$ cat src/rtl/steer_quad_sched.sv
// steer_quad_sched: turns two players' digital left/right steering levels into
// quadrature phase pairs. One shared rate divider produces scheduler ticks,
// and the ticks are handed out round-robin to the two players. Each player
// runs a small IDLE/SLOW/FAST acceleration machine: SLOW steps on every
// other service tick and FAST steps on every service tick.
module steer_quad_sched #(
    parameter int CLKDIV      = 22500,  // clocks per scheduler tick, 2..65535
    parameter int ACCEL_STEPS = 8       // SLOW steps before FAST, 1..255
) (
    input  logic       CLK,
    input  logic       reset,
    input  logic       enable,
    input  logic       right0,
    input  logic       left0,
    input  logic       right1,
    input  logic       left1,
    output logic [1:0] steer0,
    output logic [1:0] steer1,
    output logic       tick
);

    typedef enum logic [1:0] {
        ST_IDLE,
        ST_SLOW,
        ST_FAST
    } state_t;

    typedef enum logic [1:0] {
        DIR_NONE,
        DIR_RIGHT,
        DIR_LEFT
    } dir_t;

    localparam logic [15:0] DIV_LAST  = 16'(CLKDIV - 1);
    localparam logic [7:0]  ACCEL_LIM = 8'(ACCEL_STEPS);

    // One quadrature step. Right runs 00->01->11->10->00; left runs the
    // same cycle backwards. Exactly one bit changes per step.
    function automatic logic [1:0] quad_step(input logic [1:0] cur, input logic go_left);
        logic [1:0] nxt;
        if (!go_left) begin
            case (cur)
                2'b00:   nxt = 2'b01;
                2'b01:   nxt = 2'b11;
                2'b11:   nxt = 2'b10;
                default: nxt = 2'b00;
            endcase
        end else begin
            case (cur)
                2'b00:   nxt = 2'b10;
                2'b10:   nxt = 2'b11;
                2'b11:   nxt = 2'b01;
                default: nxt = 2'b00;
            endcase
        end
        return nxt;
    endfunction

    // Bit order matches the per-player slices used below: {L1, R1, L0, R0}.
    logic [3:0] raw_in;
    logic [3:0] sync1_q;
    logic [3:0] sync2_q;

    assign raw_in = {left1, right1, left0, right0};

    // Two-flop synchronisers for the direction levels arriving from clk_sys.
    // They run even while disabled; the player machines only sample them on a
    // tick, so a press and release inside a disabled window is never seen.
    always_ff @(posedge CLK or posedge reset) begin
        if (reset) begin
            sync1_q <= '0;
            sync2_q <= '0;
        end else begin
            sync1_q <= raw_in;
            sync2_q <= sync1_q;
        end
    end

    logic [15:0] div_q;
    logic [15:0] div_d;
    logic        turn_q;
    logic        turn_d;
    logic        tick_w;

    // The tick is the terminal count of the divider, gated by enable.
    assign tick_w = enable && (div_q == DIV_LAST);
    assign tick   = tick_w;

    // Divider next-state: count while enabled, wrap on the tick, and hand the
    // turn to the other player on every tick.
    always_comb begin
        div_d  = div_q;
        turn_d = turn_q;
        if (enable) begin
            div_d = tick_w ? 16'd0 : div_q + 16'd1;
        end
        if (tick_w) begin
            turn_d = ~turn_q;
        end
    end

    // Divider and turn registers; both hold their value while disabled.
    always_ff @(posedge CLK or posedge reset) begin
        if (reset) begin
            div_q  <= '0;
            turn_q <= 1'b0;
        end else begin
            div_q  <= div_d;
            turn_q <= turn_d;
        end
    end

    logic [1:0] steer_all [2];

    for (genvar gi = 0; gi < 2; gi++) begin : g_player
        logic       req_r;
        logic       req_l;
        logic       service;
        dir_t       dir_in;
        state_t     state_q;
        state_t     state_d;
        dir_t       dir_q;
        dir_t       dir_d;
        logic       phase_q;
        logic       phase_d;
        logic [7:0] cnt_q;
        logic [7:0] cnt_d;
        logic [1:0] steer_q;
        logic [1:0] steer_d;

        assign req_r   = sync2_q[2*gi];
        assign req_l   = sync2_q[2*gi+1];
        assign service = tick_w && (turn_q == 1'(gi));

        // Resolve the synchronised levels: both pressed cancels to NONE.
        always_comb begin
            dir_in = DIR_NONE;
            if (req_r && !req_l) begin
                dir_in = DIR_RIGHT;
            end else if (req_l && !req_r) begin
                dir_in = DIR_LEFT;
            end
        end

        // Acceleration machine, evaluated only on this player's service tick.
        always_comb begin
            state_d = state_q;
            dir_d   = dir_q;
            phase_d = phase_q;
            cnt_d   = cnt_q;
            steer_d = steer_q;
            if (service) begin
                if (dir_in == DIR_NONE) begin
                    // Releasing from any state returns to IDLE with no step.
                    state_d = ST_IDLE;
                    dir_d   = DIR_NONE;
                    phase_d = 1'b0;
                    cnt_d   = 8'd0;
                end else if (state_q == ST_IDLE || dir_in != dir_q) begin
                    // Fresh press or reversal: step at once and restart SLOW.
                    steer_d = quad_step(steer_q, dir_in == DIR_LEFT);
                    dir_d   = dir_in;
                    phase_d = 1'b1;
                    cnt_d   = 8'd1;
                    state_d = (ACCEL_LIM == 8'd1) ? ST_FAST : ST_SLOW;
                end else if (state_q == ST_SLOW) begin
                    if (phase_q) begin
                        // Half-rate gap between SLOW steps.
                        phase_d = 1'b0;
                    end else begin
                        steer_d = quad_step(steer_q, dir_q == DIR_LEFT);
                        phase_d = 1'b1;
                        cnt_d   = cnt_q + 8'd1;
                        if (cnt_q + 8'd1 >= ACCEL_LIM) begin
                            state_d = ST_FAST;
                        end
                    end
                end else begin
                    // FAST, same direction: step every service tick.
                    steer_d = quad_step(steer_q, dir_q == DIR_LEFT);
                    if (cnt_q != 8'hFF) begin
                        cnt_d = cnt_q + 8'd1;
                    end
                end
            end
        end

        // Player state registers; asynchronous reset clears the outputs at once.
        always_ff @(posedge CLK or posedge reset) begin
            if (reset) begin
                state_q <= ST_IDLE;
                dir_q   <= DIR_NONE;
                phase_q <= 1'b0;
                cnt_q   <= 8'd0;
                steer_q <= 2'b00;
            end else begin
                state_q <= state_d;
                dir_q   <= dir_d;
                phase_q <= phase_d;
                cnt_q   <= cnt_d;
                steer_q <= steer_d;
            end
        end

        assign steer_all[gi] = steer_q;
    end

    assign steer0 = steer_all[0];
    assign steer1 = steer_all[1];

endmodule
$ cat config.mk
export PLATFORM = sky130hd
export DESIGN_NAME = steer_quad_sched
export DESIGN_NICKNAME = d
export VERILOG_FILES = /design/src/rtl/steer_quad_sched.sv
export SDC_FILE = /design/constraint.sdc
export NUM_CORES = 1
export LEC_CHECK = 0
export CAP_MARGIN = 25
export CORE_MARGIN = 1.5
export CORE_UTILIZATION = 35
export CTS_CLUSTER_DIAMETER = 60
export CTS_CLUSTER_SIZE = 12
export DETAILED_ROUTE_END_ITERATION = 7
export PLACE_DENSITY = 0.51
export SYNTH_ARGS = -nofsm -noshare
export SYNTH_HDL_FRONTEND = slang
export SYNTH_SLANG_ARGS = --single-unit
$ cat constraint.sdc
create_clock -name CLK -period 2.8 [get_ports CLK]
set_input_delay 0.42 -clock CLK [delete_from_list [all_inputs] [get_ports CLK]]
set_output_delay 0.42 -clock CLK [all_outputs]
set_load 0.03 [all_outputs]
==> results by group, run 1 <==
Power and ir drop
  – Sw Ratio: 27.4%
  – Power Dens Cells: 438 nW/µm²
  – Reg power frac: 58.6%
  – Peak supply drop: 314 µV
  – Clock power frac: 29.5%
  – Total Power: 1.51 mW
  – LEAKAGE: 1.47 nW
  – Internal Power: 1.09 mW
  – Switch Pwr: 414 µW
  – Combinational Power Share: 11.9%

Logic synthesis
  – Mean Syn Cell Area: 9.26 µm²
  – Part of the Yosys area used for sequential elements: 44.4%
  – Synthesized-area fraction occupied by adder cells: 3.63%
  – Synth unique cells: 48
  – Main synth FF type: dfrtp_1
  – Synth Area in Simple Gates: 24.1%
  – Syn. warnings: 0
  – Post-Synth XOR/XNOR Area: 7.34%
  – Post-synth EDFFs: 0
  – Netlist Area Pre-Place: 3100 µm²
  – Compound-cell area share of the yosys netlist: 13.9%
  – Mux share of post-synthesis cell area: 2.91%
  – Mapped Nets: 351
  – Post-synth ARST share: 100%
  – Largest family of logic cells by synthesized area: simple AND/OR/NAND/NOR gates
  – Seq cells post-synth: 55
  – Syn Inst Count: 335

Setup path
  – Crit path DAT: 2690 ps
  – Worst path max stage delay: 540 ps
  – CP endpoint: steer1[0]
  – Crit-path cells: or4b_1 > nor4_1 > nand3_1 > nor2_1 > mux2_2
  – Worst r2r path cells: 5
  – Cell class contributing the biggest share of worst-path delay: simple AND/OR/NAND/NOR gates
  – Crit path buffers/inverters: 0
  – Critical Path Stages: 5
  – Crit path kind: flop to flop
  – CP Launch Point: div_q[15]
  – Critical-path cell with the highest stage delay: or4b_1
  – RR Endpoint: steer1[0]
  – Critical Path RT: 3000 ps
  – Maximum fanout along the worst path: 5
  – Worst reg-to-reg setup slack: 310 ps
  – RR Startpoint: div_q[15]
  – Worst setup SP type: flop
  – Crit. End Element: flop

Floorplanning
  – Initial core utilization: 35.9%
  – Io pins: 12
  – FP Rows: 34
  – Die area: 9430 µm²
  – Die Y: 97.1 µm
  – DIE WIDTH: 97.1 µm
  – Total core area: 8640 µm²

Routing
  – Vias/cell: 5.39
  – DRC violations left: 0
  – Drt pass-1 iters: 4
  – Final WL: 6350 µm
  – Via Count: 2458
  – Iteration-0 DRC Markers: 114
  – Antenna Nets Post-Route: 0
  – Drt wl/cell: 13.9 µm

Timing
  – Post-layout min period: 2490 ps
  – Final hold vios: 0
  – RSZ-0062 raised after global routing: false
  – Final worst slack: 306 ps
  – Final period util: 89.1%
  – Worst-Margin Slew: 643 ps
  – Slew Limit Headroom: 57.1%
  – Fmax: 401 MHz
  – Setup TNS: 0 ps
  – Final setup violating endpoints: 0
  – Slew Limit Fails: 0
  – Setup Skew: 11.1 ps

Global routing
  – Number of global-route vias before repair: 2390
  – First-pass GRT wire length: 11300 µm
  – Largest net degree at the start of global routing: 49
  – Met1 Resource Use GR: 19.2%
  – GRT met3 Usage: 2.52%
  – GRT met2 Usage: 24.3%
  – GRT overflow: 0
  – GRT Total Usage: 14.4%
  – Initial antenna violation count: 0
  – GRT busiest layer: met2

Final layout
  – Layout area overhead: 11.0%
  – Post-route design area: 3440 µm²
  – Most common cell after layout, fill and taps aside: dfrtp_1
  – Layout cells sized above 1: 8.33%
  – FILL cells: 880
  – Antenna cell count: 0
  – Fin util: 39.8%
  – Most frequent cells in the layout: 55 x dfrtp_1, 29 x nand2_1, 25 x nor2_1
  – Nets: 363

Placement
  – Dpl cell area: 3350 µm²
  – GPL Wtd Cong: 0.823
  – Port bufs: 11
  – Hpwl dp: 4600 µm
  – Setup WS pre-CTS: 232 ps

Clock tree
  – Clock latency on the worst-skew pair: 310 ps
  – Clock Sinks: 55
  – Post-CTS Hold Buffers: 0
  – H-tree depth: 2
  – CTS resizes: 0
  – Root buf cell: clkbuf_8
  – Worst-path clk slew: 100 ps
  – CTS Buf Count: 5
  – CTS Buffer Depth: 2
  – Post-CTS Setup Bufs: 0
  – CTS tree: done

Worst hold path
  – HP Class: primary input to async pin

Status
  – Status: finished clean

Job
  – Max-cap viol count: 0
[power groups by stage]
stage          Combinational (mW)  Clock, mW  Sequential [mW]
6_report                    0.179      0.444            0.884
5_1_grt                     0.208      0.493            0.893
4_1_cts                     0.182      0.466            0.884
3_5_place_dp                0.181          0            0.900
3_3_place_gp                0.179          0            0.899
2_1_floorplan               0.144          0            0.886
[worst min-delay path by stage]
stage                      end  slack, ps
floorplan           sync2_q[0]        330
global placement    sync2_q[1]        330
detailed placement  sync2_q[0]        330
CTS                 sync2_q[2]        330
global route        sync2_q[2]        340
finish              sync2_q[2]        330
[state kept, by name (all words and copies together), names as in the netlist, 2 cells and up]
signal and count:
g_player.phase_q 2, steer1 2, g_player.state_q 4, sync2_q 4
steer0 2, sync1_q 4, div_q 16, g_player.dir_q 4
g_player.cnt_q 16
[layout make-up]
class | count | area [µm²] | area share (%)
flip-flops and latches | 55 | 1380 | 40.0
well taps | 108 | 135 | 3.93
repair buffers | 19 | 180 | 5.24
clock inverters | 3 | 20.0 | 0.582
multi-input cells | 252 | 1610 | 46.7
inverters | 14 | 52.6 | 1.53
clock buffers | 5 | 68.8 | 2.00
[cells by family (layout without fill, tap and decap cells)]
group | Yosys count | after routing
and+or+nand+nor | 140 | 140
AOI/OAI and AO/OA | 69 | 69
DFF | 55 | 55
buffers and inverters | 28 | 41
xor gates and xnor gates | 26 | 26
adders and majority gates | 9 | 9
muxes | 8 | 8
[cells in the mapped netlist (all sizes together) (3+ instances only)]
cell type | count | area [µm²]
a21oi | 17 | 85.1
a31oi | 5 | 31.3
and3 | 7 | 43.8
and4 | 4 | 35.0
buf | 4 | 26.3
clkbuf | 10 | 37.5
dfrtp | 55 | 1380
ha | 9 | 113
inv | 14 | 52.6
mux2 | 8 | 90.1
nand2 | 29 | 109
nand2b | 6 | 37.5
nand3 | 22 | 110
nand4 | 7 | 43.8
nor2 | 26 | 105
nor3 | 10 | 61.3
nor4 | 8 | 50.1
o21a | 3 | 22.5
o21ai | 21 | 105
o22ai | 3 | 18.8
o31ai | 7 | 52.6
or2 | 3 | 18.8
or3 | 7 | 43.8
or4 | 3 | 22.5
xnor2 | 16 | 140
xor2 | 10 | 87.6
[layer usage]
layer | vias to the layer above | wire length [µm]
met4 | 0 | 59
met2 | 33 | 2990
met5 | - | 0
met1 | 1195 | 3160
li1 | 1224 | -
met3 | 6 | 149
[metrics by stage]
stage | hold WS (ps) | instances
6_report | 327 | 456
2_1_floorplan | 331 | 335
3_3_place_gp | 333 | 448
4_1_cts | 326 | 456
5_1_grt | 344 | 456
3_5_place_dp | 335 | 448
Note: power is estimated with default switching activity, not from simulation.
==> run 2, diff against run 1 <==
- CAP_MARGIN: 25 -> 20
- CORE_UTILIZATION: 35 -> 50
- PLACE_DENSITY: 0.51 -> 0.67
==> results by group, run 2 (same netlist as run 1, synthesis figures left out) <==
Status
  – Status: finished clean

Floorplanning
  – Total core area: 5960 µm²
  – DIE WIDTH: 81.7 µm
  – Die Y: 81.7 µm
  – FP Rows: 28
  – Initial core utilization: 52.1%
  – Io pins: 12
  – Die area: 6680 µm²

Routing
  – DRC violations left: 0
  – Drt pass-1 iters: 4
  – Drt wl/cell: 14.6 µm
  – Top Metal Used: met4
  – Final WL: 6170 µm
  – Antenna Nets Post-Route: 0
  – Met3 wire length: 178 µm
  – M1 WL: 2930 µm
  – Met2 WL post-DR: 2990 µm
  – Via Count: 2458
  – Iteration-0 DRC Markers: 130
  – Vias/cell: 5.82

Job
  – Max-cap viol count: 0

Timing
  – Post-layout min period: 2480 ps
  – Slew Limit Fails: 0
  – Hold WS: 357 ps
  – RSZ-0062 raised after global routing: false
  – Setup TNS: 0 ps
  – Slew Limit Headroom: 53.5%
  – Final hold vios: 0
  – Final period util: 88.6%
  – Setup Skew: 6.11 ps
  – Worst-Margin Slew: 697 ps
  – Fmax: 403 MHz
  – Final setup violating endpoints: 0

Global routing
  – GRT overflow: 0
  – GRT Total Usage: 20.6%
  – First-pass GRT wire length: 10700 µm
  – Initial antenna violation count: 0
  – Number of global-route vias before repair: 2386
  – Largest net degree at the start of global routing: 56

Final layout
  – Nets: 362
  – Largest regs: div_q (16), g_player.cnt_q (16)
  – Most common cell after layout, fill and taps aside: dfrtp_1
  – Layout cells sized above 1: 7.78%
  – Area of the multi-input gates: 1610 µm²
  – Register area: 1380 µm²
  – Layout area overhead: 8.88%
  – Post-route design area: 3380 µm²
  – Most frequent cells in the layout: 55 x dfrtp_1, 29 x nand2_1, 25 x nor2_1
  – Fin cells: 422
  – Antenna cell count: 0
  – FILL cells: 551

Worst hold path
  – HP Class: flop to flop

Power and ir drop
  – LEAKAGE: 1.46 nW
  – Power Dens Cells: 444 nW/µm²
  – Total Power: 1.50 mW
  – Peak supply drop: 374 µV

Clock tree
  – CTS Buffer Depth: 2
  – CTS tree: done
  – H-tree depth: 2
  – CTS resizes: 0
  – Post-CTS Setup Bufs: 0
  – CTS Buf Count: 5
  – Post-CTS Hold Buffers: 0
  – Worst-path clk slew: 100 ps
  – Clock latency on the worst-skew pair: 310 ps
  – Clock Sinks: 55
  – Root buf cell: clkbuf_8

Placement
  – Dpl cell area: 3290 µm²
  – GPL Wtd Cong: 0.843
  – Port bufs: 11
  – Placed insts: 414
  – Hpwl dp: 4260 µm

Setup path
  – Worst setup SP type: flop
  – Crit. End Element: flop
  – Critical Path RT: 3010 ps
  – Crit path DAT: 2690 ps
  – Worst reg-to-reg setup slack: 320 ps
  – Maximum fanout along the worst path: 8
  – Crit path kind: flop to flop
[run 2: cell count changes in the layout (fill, tap and decap cells not counted)]
| cell | previous run | this run |
|---|---|---|
| buf_12 | 1 | 0 |
| clkbuf_1 | 0 | 1 |
| clkinvlp_4 | 2 | 1 |
[run 2: final timing paths]
check / depth (start not counted) / startpoint / end
setup / recovery: 5 / div_q[15] / g_player[1].state_q[1]
hold / removal: 0 / sync1_q[1] / sync2_q[1]
setup reg to reg: 5 / div_q[15] / g_player[1].state_q[1]
hold reg to reg: 0 / sync1_q[1] / sync2_q[1]
max in group asynchronous: 3 / reset / div_q[1]
min in group asynchronous: 3 / reset / sync1_q[2]
[run 2: per-stage QoR]
stage	worst slack (ps)	util [%]
after floorplan	477	-
after global placement	295	55.3
after detailed placement	248	55.3
after CTS	299	56.7
after global routing	135	56.7
final	318	56.7
[run 2: metal layers]
layer | up-vias | GRT usage (%)
met5 | - | 0
met4 | 0 | 6.78
met3 | 6 | 3.44
met2 | 36 | 34.3
met1 | 1196 | 27.5
li1 | 1220 | -
[run 2: final cells by class]
| cell class | count | area share [%] |
|---|---|---|
| Inverter | 14 | 1.56 |
| Clock buffer | 6 | 2.15 |
| Clock inverter | 2 | 0.371 |
| Tap cell | 75 | 2.78 |
| Multi-Input combinational cell | 252 | 47.6 |
| Sequential cell | 55 | 40.8 |
| Timing Repair Buffer | 18 | 4.74 |
[run 2: worst max-delay path: stages (launching register included)]
cell	delay (ps)
dfrtp_1	420
or4b_1	550
or4_1	660
nor2_4	290
mux2_2	360
o21a_1	100
[run 2: power breakdown]
group | switching (mW) | internal (mW)
combinational | 0.0994 | 0.0798
clock | 0.257 | 0.176
sequential | 0.0492 | 0.837
total | 0.406 | 1.09
==> run 3, diff against run 2 <==
- CORE_MARGIN: 1.5 -> unset
==> results by group, run 3 (same netlist as run 1, synthesis figures left out) <==
Global routing
  – Initial antenna violation count: 0
  – First-pass GRT wire length: 10600 µm
  – Largest net degree at the start of global routing: 32
  – GRT Total Usage: 20.7%
  – GRT overflow: 0
  – Number of global-route vias before repair: 2389

Setup path
  – Maximum fanout along the worst path: 5
  – Cell class contributing the biggest share of worst-path delay: simple AND/OR/NAND/NOR gates
  – Crit-path cells: or4b_1 > nor4_1 > nand3_1 > nor2_1 > mux2_2
  – Worst path max stage delay: 540 ps
  – RR Startpoint: div_q[15]
  – Crit. End Element: flop
  – Worst setup SP type: flop
  – RR Endpoint: steer1[1]
  – Worst r2r path cells: 5
  – Crit path DAT: 2700 ps
  – Worst reg-to-reg setup slack: 290 ps
  – Critical-path cell with the highest stage delay: or4b_1
  – Crit path buffers/inverters: 0
  – Critical Path RT: 3000 ps
  – Crit path kind: flop to flop

Final layout
  – FILL cells: 559
  – Largest regs: div_q (16), g_player.cnt_q (16)
  – Post-route design area: 3390 µm²
  – Layout cells sized above 1: 7.78%
  – Most frequent cells in the layout: 55 x dfrtp_1, 29 x nand2_1, 25 x nor2_1
  – Most common cell after layout, fill and taps aside: dfrtp_1
  – Layout area overhead: 9.28%
  – Nets: 362
  – Register area: 1380 µm²
  – Antenna cell count: 0
  – Area of the multi-input gates: 1610 µm²

Timing
  – Final period util: 89.5%
  – Setup TNS: 0 ps
  – Worst-Margin Slew: 667 ps
  – RSZ-0062 raised after global routing: false
  – Slew Limit Headroom: 55.4%
  – Fmax: 399 MHz
  – Slew Limit Fails: 0
  – Setup Skew: 5.64 ps
  – Post-layout min period: 2510 ps
  – Final hold vios: 0
  – Final setup violating endpoints: 0

Worst hold path
  – Hold Crit Depth: 0
  – Hold path startpoint: sync1_q[0]
  – HP Class: flop to flop
  – Hold EP: sync2_q[0]

Routing
  – Iteration-0 DRC Markers: 120
  – Via Count: 2465
  – Drt wl/cell: 14.5 µm
  – Final WL: 6120 µm
  – Vias/cell: 5.84
  – DRC violations left: 0
  – Drt pass-1 iters: 4
  – Antenna Nets Post-Route: 0

Power and ir drop
  – LEAKAGE: 1.47 nW
  – Power Dens Cells: 439 nW/µm²
  – Peak supply drop: 414 µV

Clock tree
  – CTS tree: done
  – Worst-path clk slew: 100 ps
  – Clock Sinks: 55
  – Post-CTS Hold Buffers: 0
  – Clock latency on the worst-skew pair: 300 ps
  – H-tree depth: 2
  – CTS Buf Count: 5
  – Post-CTS Setup Bufs: 0
  – Root buf cell: clkbuf_8
  – CTS Buffer Depth: 2
  – CTS resizes: 0

Status
  – Status: finished clean

Floorplanning
  – Total core area: 5960 µm²
  – FP Rows: 28
  – DIE WIDTH: 80.7 µm
  – Die Y: 80.7 µm
  – Initial core utilization: 52.1%
  – Die area: 6520 µm²
  – Io pins: 12

Placement
  – Hpwl dp: 4460 µm
  – GPL Wtd Cong: 0.837
  – Port bufs: 11
  – Dpl cell area: 3300 µm²

Job
  – Max-cap viol count: 0
-- run 3: cell counts in the layout (fill, tap and decap cells not counted) --
Identical to the previous run, type by type.
-- run 3: metal layers --
| metal | track usage [%] | routed length (µm) | vias up |
|---|---|---|---|
| met1 | 27.3 | 2870 | 1192 |
| met3 | 2.92 | 151 | 10 |
| li1 | - | - | 1224 |
| met5 | 0 | 0 | - |
| met2 | 35.3 | 2990 | 39 |
| met4 | 6.61 | 103 | 0 |
-- run 3: where the power goes --
part,internal (mW),switching [mW],leakage [nW]
combinational,0.0815,0.0943,0.701
sequential,0.837,0.0467,0.724
clock,0.176,0.252,0.0412
-- run 3: area by class of cell --
type,count,area share (%)
clock inverter,2,0.369
multi-input combinational,252,47.5
timing repair buffer,18,5.10
sequential,55,40.6
inverter,14,1.55
tap,75,2.77
clock buffer,6,2.14
-- run 3: worst max path at each step --
stage	startpoint	end	slack, ps	cells past startpoint
4_1_cts	div_q[15]	steer1[1]	330	5
5_1_grt	div_q[15]	steer1[0]	110	5
3_5_place_dp	enable	g_player[0].cnt_q[5]	240	6
6_report	div_q[15]	steer1[1]	290	5
2_1_floorplan	div_q[0]	tick	480	4
3_3_place_gp	enable	g_player[0].cnt_q[3]	290	6
-- run 3: worst reg2reg max path, cell delays in order, from the launching register on --
cell and delay [ps]:
dfrtp_1 420, or4b_1 540, nor4_1 470, nand3_1 340, nor2_1 280, mux2_2 360
-- run 3: stage by stage --
stage          setup WS (ps)  utilization [%]  total power [mW]  hold WS (ps)  instances
2_1_floorplan            477                -              1.03           331        335
3_5_place_dp             237             55.5              1.08           336        414
3_3_place_gp             291             55.5              1.07           333        414
6_report                 293             56.9              1.49           353        422
5_1_grt                  107             56.9              1.55           367        422
4_1_cts                  333             56.9              1.50           358        422
